## config.mk

```make
export PLATFORM = sky130hd
export DESIGN_NAME = matmul_sched_flat
export DESIGN_NICKNAME = d
export VERILOG_FILES = /design/src/rtl/matmul_calc_pkg.sv /design/src/rtl/matmul_sched_if.sv /design/src/rtl/matmul_sched_cnt.sv /design/src/rtl/matmul_sched.sv /design/src/flat_wrapper.sv
export SDC_FILE = /design/constraint.sdc
export NUM_CORES = 1
export LEC_CHECK = 0
export BUFFER_PORTS_ARGS = -buffer_cell sky130_fd_sc_hd__buf_2
export CORE_ASPECT_RATIO = 2
export CORE_MARGIN = 10
export CORE_UTILIZATION = 25
export CTS_BUF_LIST = sky130_fd_sc_hd__clkbuf_16
export DETAILED_ROUTE_END_ITERATION = 12
export PLACE_DENSITY_LB_ADDON = 0.05
export SLEW_MARGIN = 20
export SYNTH_ARGS = -nofsm -noshare
export SYNTH_HDL_FRONTEND = slang
export SYNTH_SLANG_ARGS = --single-unit
```

## constraint.sdc

```tcl
create_clock -name clk -period 5.9 [get_ports clk]
set_input_delay 0.295 -clock clk [delete_from_list [all_inputs] [get_ports clk]]
set_output_delay 0.295 -clock clk [all_outputs]
set_load 0.05 [all_outputs]
```

## src/rtl/matmul_calc_pkg.sv

```systemverilog
// Shared types, CONTROL field layout and widths for the matmul control sequencer.
package matmul_calc_pkg;

  localparam int DATA_WIDTH  = 8;
  localparam int BUS_WIDTH   = 32;
  localparam int MAX_DIM     = BUS_WIDTH / DATA_WIDTH;
  localparam int SP_NTARGETS = 4;

  localparam int STEP_W = $clog2(3 * MAX_DIM);
  localparam int ROW_W  = $clog2(MAX_DIM);
  localparam int DIM_W  = ROW_W;
  localparam int TGT_W  = $clog2(SP_NTARGETS);

  localparam int CTRL_START_BIT  = 0;
  localparam int CTRL_BIAS_BIT   = 1;
  localparam int CTRL_WR_TGT_LSB = 2;
  localparam int CTRL_RD_TGT_LSB = 4;
  localparam int CTRL_N_LSB      = 8;
  localparam int CTRL_K_LSB      = 10;
  localparam int CTRL_M_LSB      = 12;

  typedef enum logic [2:0] {
    IDLE  = 3'd0,
    CLEAR = 3'd1,
    FEED  = 3'd2,
    DRAIN = 3'd3,
    WRITE = 3'd4,
    DONE  = 3'd5
  } sched_state_t;

  // Dimensions are stored as value-1 so the full range 1..MAX_DIM fits in DIM_W bits.
  typedef struct packed {
    logic [DIM_W-1:0] n_m1;
    logic [DIM_W-1:0] k_m1;
    logic [DIM_W-1:0] m_m1;
    logic [TGT_W-1:0] rd_tgt;
    logic [TGT_W-1:0] wr_tgt;
    logic             bias;
  } ctrl_fields_t;

  function automatic ctrl_fields_t decode_ctrl(input logic [BUS_WIDTH-1:0] ctrl);
    ctrl_fields_t f;
    f.n_m1   = ctrl[CTRL_N_LSB +: DIM_W];
    f.k_m1   = ctrl[CTRL_K_LSB +: DIM_W];
    f.m_m1   = ctrl[CTRL_M_LSB +: DIM_W];
    f.rd_tgt = ctrl[CTRL_RD_TGT_LSB +: TGT_W];
    f.wr_tgt = ctrl[CTRL_WR_TGT_LSB +: TGT_W];
    f.bias   = ctrl[CTRL_BIAS_BIT];
    return f;
  endfunction

endpackage

```

## src/rtl/matmul_sched_if.sv

```systemverilog
// Register-file / datapath side signals of the matmul sequencer.
interface matmul_sched_if;
  import matmul_calc_pkg::*;

  logic [BUS_WIDTH-1:0] ctrl_i;
  logic                 start_i;
  logic                 busy_o;
  logic                 clr_start_o;
  logic                 done_o;
  logic                 acc_clr_o;
  logic                 feed_en_o;
  logic [STEP_W-1:0]    feed_step_o;
  logic [TGT_W-1:0]     sp_rd_tgt_o;
  logic                 sp_wr_en_o;
  logic [TGT_W-1:0]     sp_wr_tgt_o;
  logic [ROW_W-1:0]     sp_wr_row_o;
  logic                 sp_bias_o;

  modport master (
    input  ctrl_i, start_i,
    output busy_o, clr_start_o, done_o, acc_clr_o, feed_en_o, feed_step_o,
           sp_rd_tgt_o, sp_wr_en_o, sp_wr_tgt_o, sp_wr_row_o, sp_bias_o
  );

  modport slave (
    output ctrl_i, start_i,
    input  busy_o, clr_start_o, done_o, acc_clr_o, feed_en_o, feed_step_o,
           sp_rd_tgt_o, sp_wr_en_o, sp_wr_tgt_o, sp_wr_row_o, sp_bias_o
  );
endinterface

```

## src/rtl/matmul_sched_cnt.sv

```systemverilog
// Loadable down-counter with zero flag; shared by the FEED and WRITE phases.
module matmul_sched_cnt #(
  parameter int W = 4
) (
  input  logic         clk,
  input  logic         rst_ni,
  input  logic         load_i,
  input  logic [W-1:0] load_val_i,
  input  logic         dec_i,
  output logic [W-1:0] cnt_o,
  output logic         zero_o
);

  logic [W-1:0] cnt_d, cnt_q;

  always_comb begin
    cnt_d = cnt_q;
    if (load_i) begin
      cnt_d = load_val_i;
    end else if (dec_i && (cnt_q != '0)) begin
      cnt_d = cnt_q - W'(1);
    end
  end

  always_ff @(posedge clk or negedge rst_ni) begin
    if (!rst_ni) begin
      cnt_q <= '0;
    end else begin
      cnt_q <= cnt_d;
    end
  end

  assign cnt_o  = cnt_q;
  assign zero_o = (cnt_q == '0);

endmodule

```

## src/rtl/matmul_sched.sv

```systemverilog
// Matmul control sequencer: latches CONTROL on start and steps the datapath
// through clear, skewed feed, drain and scratchpad write-back.
module matmul_sched (
  input  logic           clk,
  input  logic           rst_ni,
  matmul_sched_if.master bus
);
  import matmul_calc_pkg::*;

  sched_state_t      state_d, state_q;
  ctrl_fields_t      fields_d, fields_q;
  logic              cnt_load, cnt_dec, cnt_zero;
  logic [STEP_W-1:0] cnt_val, cnt;
  logic [STEP_W-1:0] t_m1;
  logic [STEP_W-1:0] row_full;

  // T-1 = (N-1)+(K-1)+(M-1); the counter runs T-1 down to 0 across FEED.
  assign t_m1 = STEP_W'(fields_q.n_m1) + STEP_W'(fields_q.k_m1) + STEP_W'(fields_q.m_m1);

  always_comb begin
    state_d  = state_q;
    fields_d = fields_q;
    cnt_load = 1'b0;
    cnt_val  = '0;
    cnt_dec  = 1'b0;
    case (state_q)
      IDLE: begin
        if (bus.start_i) begin
          fields_d = decode_ctrl(bus.ctrl_i);
          state_d  = CLEAR;
        end
      end
      CLEAR: begin
        cnt_load = 1'b1;
        cnt_val  = t_m1;
        state_d  = FEED;
      end
      FEED: begin
        if (cnt_zero) state_d = DRAIN;
        else          cnt_dec = 1'b1;
      end
      DRAIN: begin
        cnt_load = 1'b1;
        cnt_val  = STEP_W'(fields_q.n_m1);
        state_d  = WRITE;
      end
      WRITE: begin
        if (cnt_zero) state_d = DONE;
        else          cnt_dec = 1'b1;
      end
      DONE:    state_d = IDLE;
      default: state_d = IDLE;
    endcase
  end

  always_ff @(posedge clk or negedge rst_ni) begin
    if (!rst_ni) begin
      state_q  <= IDLE;
      fields_q <= '0;
    end else begin
      state_q  <= state_d;
      fields_q <= fields_d;
    end
  end

  matmul_sched_cnt #(.W(STEP_W)) u_cnt (
    .clk        (clk),
    .rst_ni     (rst_ni),
    .load_i     (cnt_load),
    .load_val_i (cnt_val),
    .dec_i      (cnt_dec),
    .cnt_o      (cnt),
    .zero_o     (cnt_zero)
  );

  assign row_full = STEP_W'(fields_q.n_m1) - cnt;

  // All outputs decode from state so an async reset drops them in the same instant.
  assign bus.busy_o      = (state_q == CLEAR) || (state_q == FEED) ||
                           (state_q == DRAIN) || (state_q == WRITE);
  assign bus.clr_start_o = (state_q == CLEAR);
  assign bus.acc_clr_o   = (state_q == CLEAR);
  assign bus.done_o      = (state_q == DONE);
  assign bus.feed_en_o   = (state_q == FEED);
  assign bus.feed_step_o = (state_q == FEED) ? (t_m1 - cnt) : '0;
  assign bus.sp_wr_en_o  = (state_q == WRITE);
  assign bus.sp_wr_row_o = (state_q == WRITE) ? row_full[ROW_W-1:0] : '0;
  assign bus.sp_wr_tgt_o = (state_q == WRITE) ? fields_q.wr_tgt : '0;
  assign bus.sp_rd_tgt_o = (state_q == WRITE) ? fields_q.rd_tgt : '0;
  assign bus.sp_bias_o   = (state_q == WRITE) ? fields_q.bias : 1'b0;

endmodule
```

## src/flat_wrapper.sv

```systemverilog
// flat-port wrapper written by rule: the top's interface ports become plain ports
module matmul_sched_flat import matmul_calc_pkg::*;
  (clk, rst_ni, bus_ctrl_i, bus_start_i, bus_busy_o, bus_clr_start_o, bus_done_o, bus_acc_clr_o, bus_feed_en_o, bus_feed_step_o, bus_sp_rd_tgt_o, bus_sp_wr_en_o, bus_sp_wr_tgt_o, bus_sp_wr_row_o, bus_sp_bias_o);
  matmul_sched_if bus_i ();
  input  logic clk;
  input  logic rst_ni;
  input wire logic [$bits(bus_i.ctrl_i)-1:0] bus_ctrl_i;
  input wire logic [$bits(bus_i.start_i)-1:0] bus_start_i;
  output wire logic [$bits(bus_i.busy_o)-1:0] bus_busy_o;
  output wire logic [$bits(bus_i.clr_start_o)-1:0] bus_clr_start_o;
  output wire logic [$bits(bus_i.done_o)-1:0] bus_done_o;
  output wire logic [$bits(bus_i.acc_clr_o)-1:0] bus_acc_clr_o;
  output wire logic [$bits(bus_i.feed_en_o)-1:0] bus_feed_en_o;
  output wire logic [$bits(bus_i.feed_step_o)-1:0] bus_feed_step_o;
  output wire logic [$bits(bus_i.sp_rd_tgt_o)-1:0] bus_sp_rd_tgt_o;
  output wire logic [$bits(bus_i.sp_wr_en_o)-1:0] bus_sp_wr_en_o;
  output wire logic [$bits(bus_i.sp_wr_tgt_o)-1:0] bus_sp_wr_tgt_o;
  output wire logic [$bits(bus_i.sp_wr_row_o)-1:0] bus_sp_wr_row_o;
  output wire logic [$bits(bus_i.sp_bias_o)-1:0] bus_sp_bias_o;
  assign bus_i.ctrl_i = bus_ctrl_i;
  assign bus_i.start_i = bus_start_i;
  assign bus_busy_o = bus_i.busy_o;
  assign bus_clr_start_o = bus_i.clr_start_o;
  assign bus_done_o = bus_i.done_o;
  assign bus_acc_clr_o = bus_i.acc_clr_o;
  assign bus_feed_en_o = bus_i.feed_en_o;
  assign bus_feed_step_o = bus_i.feed_step_o;
  assign bus_sp_rd_tgt_o = bus_i.sp_rd_tgt_o;
  assign bus_sp_wr_en_o = bus_i.sp_wr_en_o;
  assign bus_sp_wr_tgt_o = bus_i.sp_wr_tgt_o;
  assign bus_sp_wr_row_o = bus_i.sp_wr_row_o;
  assign bus_sp_bias_o = bus_i.sp_bias_o;
  matmul_sched u_core (.clk(clk), .rst_ni(rst_ni), .bus(bus_i));
endmodule
```

==> results of run 1 <==
## logic make-up after synthesis
group	Yosys count	share of synthesized area (%)
simple gates	38	16.7
flops	18	37.3
compound gates	17	9.63
buf+inv	17	5.90
mux	11	10.0
fa+ha+maj	11	13.3
xor+xnor	10	7.25
## flip-flops by register name, summed over array words and instances (netlist names)
| register | flops |
|---|---|
| u_core.fields_q | 11 |
| u_core.u_cnt.cnt_o | 4 |
| u_core.state_q | 3 |
## how the worst max path moves through the flow
stage	start	endpoint	slack, ns	depth (start not counted)
detailed placement	u_core.fields_q[9]	bus_feed_step_o[3]	2.56	11
global route	u_core.fields_q[9]	bus_feed_step_o[3]	2.12	11
floorplan	u_core.fields_q[9]	bus_feed_step_o[3]	2.24	10
finish	u_core.fields_q[9]	bus_feed_step_o[3]	2.30	11
CTS	u_core.fields_q[9]	bus_feed_step_o[3]	2.27	11
global placement	u_core.fields_q[9]	bus_feed_step_o[3]	2.57	11
## layout by cell type, fill, tap and decap left out, drive strengths merged, types with 2 or more instances in the layout
| cell type | n |
|---|---|
| a21oi | 4 |
| a22o | 2 |
| and3 | 5 |
| buf | 31 |
| clkbuf | 3 |
| dfrtp | 18 |
| fa | 3 |
| ha | 8 |
| inv | 11 |
| mux2 | 9 |
| mux2i | 2 |
| nand2 | 7 |
| nand2b | 3 |
| nor2 | 12 |
| nor2b | 5 |
| o21ai | 5 |
| or3 | 2 |
| xnor2 | 7 |
| xor2 | 3 |
## stage by stage
stage | utilization, % | worst slack, ns | hold WS [ns]
6_report | 31.9 | 2.30 | -0.0157
5_1_grt | 31.9 | 2.12 | 0.0150
4_1_cts | 31.9 | 2.27 | 0.0199
3_5_place_dp | 30.3 | 2.56 | 0.290
3_3_place_gp | 30.3 | 2.57 | 0.284
2_1_floorplan | - | 2.24 | -0.000591
## per-layer routing
layer / wire length, µm / global-route usage [%] / vias up
li1: - / - / 462
met1: 1300 / 7.89 / 422
met2: 1490 / 13.0 / 29
met3: 207 / 2.85 / 5
met4: 65 / 4.18 / 0
met5: 0 / 0 / -
## critical path, cell delays in order (launching register included)
cell	delay, ns
dfrtp_1	0.39
ha_1	0.20
fa_1	0.50
inv_1	0.06
fa_1	0.58
inv_1	0.06
ha_1	0.26
nor2b_1	0.13
o21a_1	0.17
or3_1	0.30
mux2i_1	0.12
buf_2	0.28
## area by class of cell
type                    count  area, µm²  share of cell area [%]
multi-input cells          87        687                    46.4
flip-flops and latches     18        450                    30.4
repair buffers             31        158                    10.7
clock buffers               3       75.1                    5.07
well taps                  55       68.8                    4.65
inverters                  11       41.3                    2.79
==> results.yml, run 1 <==
clocking:
  cts_buffers: 3
  cts-resized-gates: 0
  clock_latency_ns: 0.25
  root_buffer: "clkbuf_16"
  cts_setup_buffers: 0
  cts_max_level: 1
  cts_hold_repair.buffers: 0
  clock_sinks: 18
  clock_path_buffers: 2
  clk_pin_slew_worst_paths_ns: 0.05
  cts_tree: "built"
setup_path:
  rr_endpoint: "u_core.u_cnt.cnt_o[1]"
  arrival_ns: 3.30
  cp-end-kind: "output port"
  r2r-start: "u_core.fields_q[9]"
  path_class: "reg -> out"
  reg2reg_depth: 7
  critPathRequiredTime_ns: 5.61
  crit_fanout: 3
  r2r_slack_ns: 3.72
  cp-start-kind: "flop"
grt:
  grt_pass1_vias: 1093
  grt_max_degree: 19
  grt_use_total_pct: 7.69
  grt-ovfl-total: 0
  antenna_found_initial: 0
  grt_pass1_wl_um: 5150
sta:
  min_period_over_period_pct: 61.0
  hold_viol: 18
  fin_tns_setup_ns: 0
  drv_slew: 0
  relSlewSlack_pct: 61.1
  min_period_ns: 3.60
  rsz0062_at_grt: "false"
  skew_ns: 0.00183
  tightest_slew_ns: 0.582
  setup-violations-final: 0
  worst_hold_slack_ns: -0.0157
  timing.fmax_mhz: 278
final_layout:
  nFillCells: 531
  stdcell_count: 205
  syn_to_final_growth_pct: 22.5
  final_nets: 198
  n_antenna_cell: 0
  final_design_area_no_fill_mm2: 0.00148
  drive_gt1_share_pct: 30.7
synth:
  yosysTopAreaCell: "dfrtp_1"
  synth_area_leaders: "dfrtp_1 37%, mux2_2 8.4%, ha_1 8.3%, xnor2_1 5.1%, fa_1 5.0%"
  async_reset_ff_share_pct: 100
  synth_most_common_cell: "dfrtp_1"
  synth_fp_nets: 168
  yosysSeqAreaShare_pct: 37.3
  synthDistinctLibCells: 32
  ys.flop_type: "dfrtp_1"
  synth_top_area_share_pct: 37.3
  synth-edff-count: 0
  yosysWarnings: 0
  netlist_instances: 122
  ys_seq_elements: 18
  avgSynthCellArea_um2: 9.91
  syn_area_mm2: 0.00121
  synthTopCellsByCount: "18 x dfrtp_1, 12 x nor2_1, 11 x inv_1, 9 x mux2_2, 8 x ha_1"
placed_design:
  gp_congestion: 0.708
  dp_hpwl_um: 2450
  io_buffer_count: 30
  dp.cells: 202
  dpl-instance-area_mm2: 0.00141
run:
  maxCapViolations: 0
detailed_routing:
  drc: 0
  avgRoutedWirePerCell_um: 14.9
  vias_per_cell: 4.48
  vias: 918
  detail_route.wirelength_um: 3050
  drtAntennaViolNets: 0
  drtPass1Iterations: 4
  initialDrtViolationCount: 37
worst_hold_path:
  hold_class: "in -> async"
floorplanning:
  rows: 35
  start_util_pct: 26.0
  core_mm2: 0.00464
  die_w_um: 69.2
  fp.dieH_um: 118
  dieArea_mm2: 0.00818
  pin_count: 52
status:
  status: "finished with violations"
  violations: "hold timing"
Power of run 1 is left out: the tool's default activity adds up to more than one toggle a clock period on the data nets, which glitch-free logic cannot reach.
==> run 2: changes to the inputs <==
--- a/config.mk
+++ b/config.mk
@@ -5,6 +5,7 @@
 export SDC_FILE = /design/constraint.sdc
 export NUM_CORES = 1
 export LEC_CHECK = 0
+export ABC_AREA = 1
 export BUFFER_PORTS_ARGS = -buffer_cell sky130_fd_sc_hd__buf_2
 export CORE_ASPECT_RATIO = 2
 export CORE_MARGIN = 10
==> constraint.sdc (replaced) <==
create_clock -name clk -period 3.6 [get_ports clk]
set_input_delay 0.18 -clock clk [delete_from_list [all_inputs] [get_ports clk]]
set_output_delay 0.18 -clock clk [all_outputs]
set_load 0.05 [all_outputs]
==> run 2 against run 1 <==
  * The run now ends clean
  * Critical path depth unchanged
  * Sequential share of layout area decreased by 0.48 points
  * Worst hold slack improved by 0.18 ns
  * Via count increased by 18%
  * Global-route usage increased by 0.67 points
  * Final area increased by 1.6%
  * Area after synthesis increased by 1.2%
  * Register-to-register slack got worse by 2.3 ns
  * Non-clock buffer count unchanged
  * Die area increased by 0.96%
  * First-iteration DRC count decreased by 62%
  * Synthesized cell count increased by 34%
  * Critical path type unchanged
  * Largest cell class unchanged
==> results.yml, run 2 <==
detailed_routing:
  drc: 0
  top_layer: "met4"
  initialDrtViolationCount: 14
  wl_met3_um: 146
  drtAntennaViolNets: 0
  drt-met1-wl_um: 1380
  avgRoutedWirePerCell_um: 13.2
  drtPass1Iterations: 3
  detail_route.wirelength_um: 3300
  met2_length_um: 1710
  vias: 1081
  vias_per_cell: 4.32
sta:
  relSlewSlack_pct: 70.8
  timing.fmax_mhz: 291
  hold_viol: 0
  fin_tns_setup_ns: 0
  drv_slew: 0
  min_period_over_period_pct: 95.5
  setup-violations-final: 0
  min_period_ns: 3.44
  skew_ns: 0.00209
  tightest_slew_ns: 0.438
  rsz0062_at_grt: "false"
clocking:
  clock_latency_ns: 0.25
  clock_path_buffers: 2
  cts_max_level: 1
  cts_setup_buffers: 0
  clock_sinks: 18
  cts_tree: "built"
  root_buffer: "clkbuf_16"
  clk_pin_slew_worst_paths_ns: 0.05
  cts_buffers: 3
grt:
  antenna_found_initial: 0
  grt_pass1_vias: 1235
  grt_max_degree: 23
  grt_use_total_pct: 8.35
  grt-ovfl-total: 0
  grt_pass1_wl_um: 5760
synth:
  ys_seq_elements: 18
  synth_area_leaders: "dfrtp_1 37%, nand2_1 10%, ha_1 8.2%, nor2_1 8.0%, inv_1 6.7%"
  synth_fp_nets: 209
  syn_area_mm2: 0.00122
  avgSynthCellArea_um2: 7.51
  synth_most_common_cell: "nand2_1"
  synthTopCellsByCount: "33 x nand2_1, 26 x nor2_1, 22 x inv_1, 18 x dfrtp_1, 13 x nand3_1"
  yosysWarnings: 0
  ys.flop_type: "dfrtp_1"
  synth_top_area_share_pct: 36.8
  synth-edff-count: 0
  synthDistinctLibCells: 21
  yosysSeqAreaShare_pct: 36.8
  async_reset_ff_share_pct: 100
  yosysTopAreaCell: "dfrtp_1"
  netlist_instances: 163
final_layout:
  final_nets: 240
  n_antenna_cell: 0
  seqCellArea_um2: 450
  multiInputGateArea_um2: 642
  syn_to_final_growth_pct: 22.9
  nFillCells: 537
  layout_commonest_cell: "nand2_1"
  largest_reg_flops: 11
  drive_gt1_share_pct: 23.8
  mostFrequentLayoutCells: "33 x nand2_1, 30 x buf_2, 26 x nor2_1"
  regMostFlops: "u_core.fields_q"
placed_design:
  gp_congestion: 0.774
  io_buffer_count: 30
  dp_hpwl_um: 2700
setup_path:
  r2r-start: "u_core.fields_q[9]"
  critPathRequiredTime_ns: 3.42
  path_class: "reg -> out"
  crit_start: "u_core.fields_q[9]"
  arrival_ns: 3.26
  cp-end-kind: "output port"
  r2r_slack_ns: 1.38
  reg2reg_depth: 9
  setup.worst_path.end: "bus_feed_step_o[3]"
  rr_endpoint: "u_core.u_cnt.cnt_o[2]"
  crit_fanout: 3
  cp-start-kind: "flop"
floorplanning:
  fp.dieH_um: 119
  pin_count: 52
  die_w_um: 69.5
  start_util_pct: 25.4
  core_mm2: 0.00482
  rows: 36
  dieArea_mm2: 0.00826
status:
  status: "complete, no violations"
run:
  maxCapViolations: 0
worst_hold_path:
  hold_class: "in -> reg"
-- run 2: repair_timing --
action                    CTS  global route
gates resized for setup     0             0
hold buffers                1             0
hold endpoints to repair   18             0
-- run 2: per-stage QoR --
step,std cells,worst slack (ns),hold WS (ns),utilization [%],cell area (µm²)
CTS,250,0.106,0.159,31.2,1500
detailed placement,245,0.384,0.154,29.4,1420
global placement,245,0.451,0.144,29.4,1420
finish,250,0.161,0.161,31.2,1500
global route,250,0.0289,0.170,31.2,1500
floorplan,163,0.457,-0.116,-,1220
-- run 2: critical path: stages (launching register included) --
cell,delay (ns)
dfrtp_1,0.42
ha_1,0.21
fa_1,0.50
inv_1,0.06
fa_1,0.40
xnor2_1,0.31
ha_1,0.34
a21o_1,0.19
nor2_1,0.16
nor2_1,0.07
nor2_1,0.09
buf_2,0.26
-- run 2: logic make-up (layout without fill, tap and decap cells) --
group / after synthesis / after routing / synth area share [%]
xor+xnor: 4 / 4 / 2.86
flops: 18 / 18 / 36.8
buf+inv: 32 / 62 / 10.7
compound gates: 17 / 17 / 7.16
fa+ha+maj: 11 / 11 / 13.1
simple gates: 81 / 81 / 29.3
-- run 2: area by class of cell --
class	count	area share (%)
multi-input combinational	113	42.7
sequential	18	30.0
timing repair buffer	31	10.6
inverter	27	6.74
clock buffer	3	4.99
tap	57	4.74
clock inverter	1	0.250
-- run 2: how the worst min path moves through the flow --
| stage | endpoint | cells after the start | slack, ns | start |
|---|---|---|---|---|
| 3_5_place_dp | u_core.fields_q[4] | 1 | 0.15 | rst_ni |
| 5_1_grt | u_core.fields_q[5] | 3 | 0.17 | bus_ctrl_i[12] |
| 6_report | u_core.fields_q[8] | 3 | 0.16 | bus_ctrl_i[11] |
| 3_3_place_gp | u_core.fields_q[4] | 1 | 0.14 | rst_ni |
| 2_1_floorplan | u_core.fields_q[0] | 0 | -0.12 | rst_ni |
| 4_1_cts | u_core.fields_q[8] | 3 | 0.16 | bus_ctrl_i[11] |
-- run 2: layer usage --
metal  up-vias  track usage, %
li1        563               -
met1       487            8.90
met2        27            14.9
met3         4            2.00
met4         0            3.92
met5         -               0
Power of run 2 is left out for the same reason.
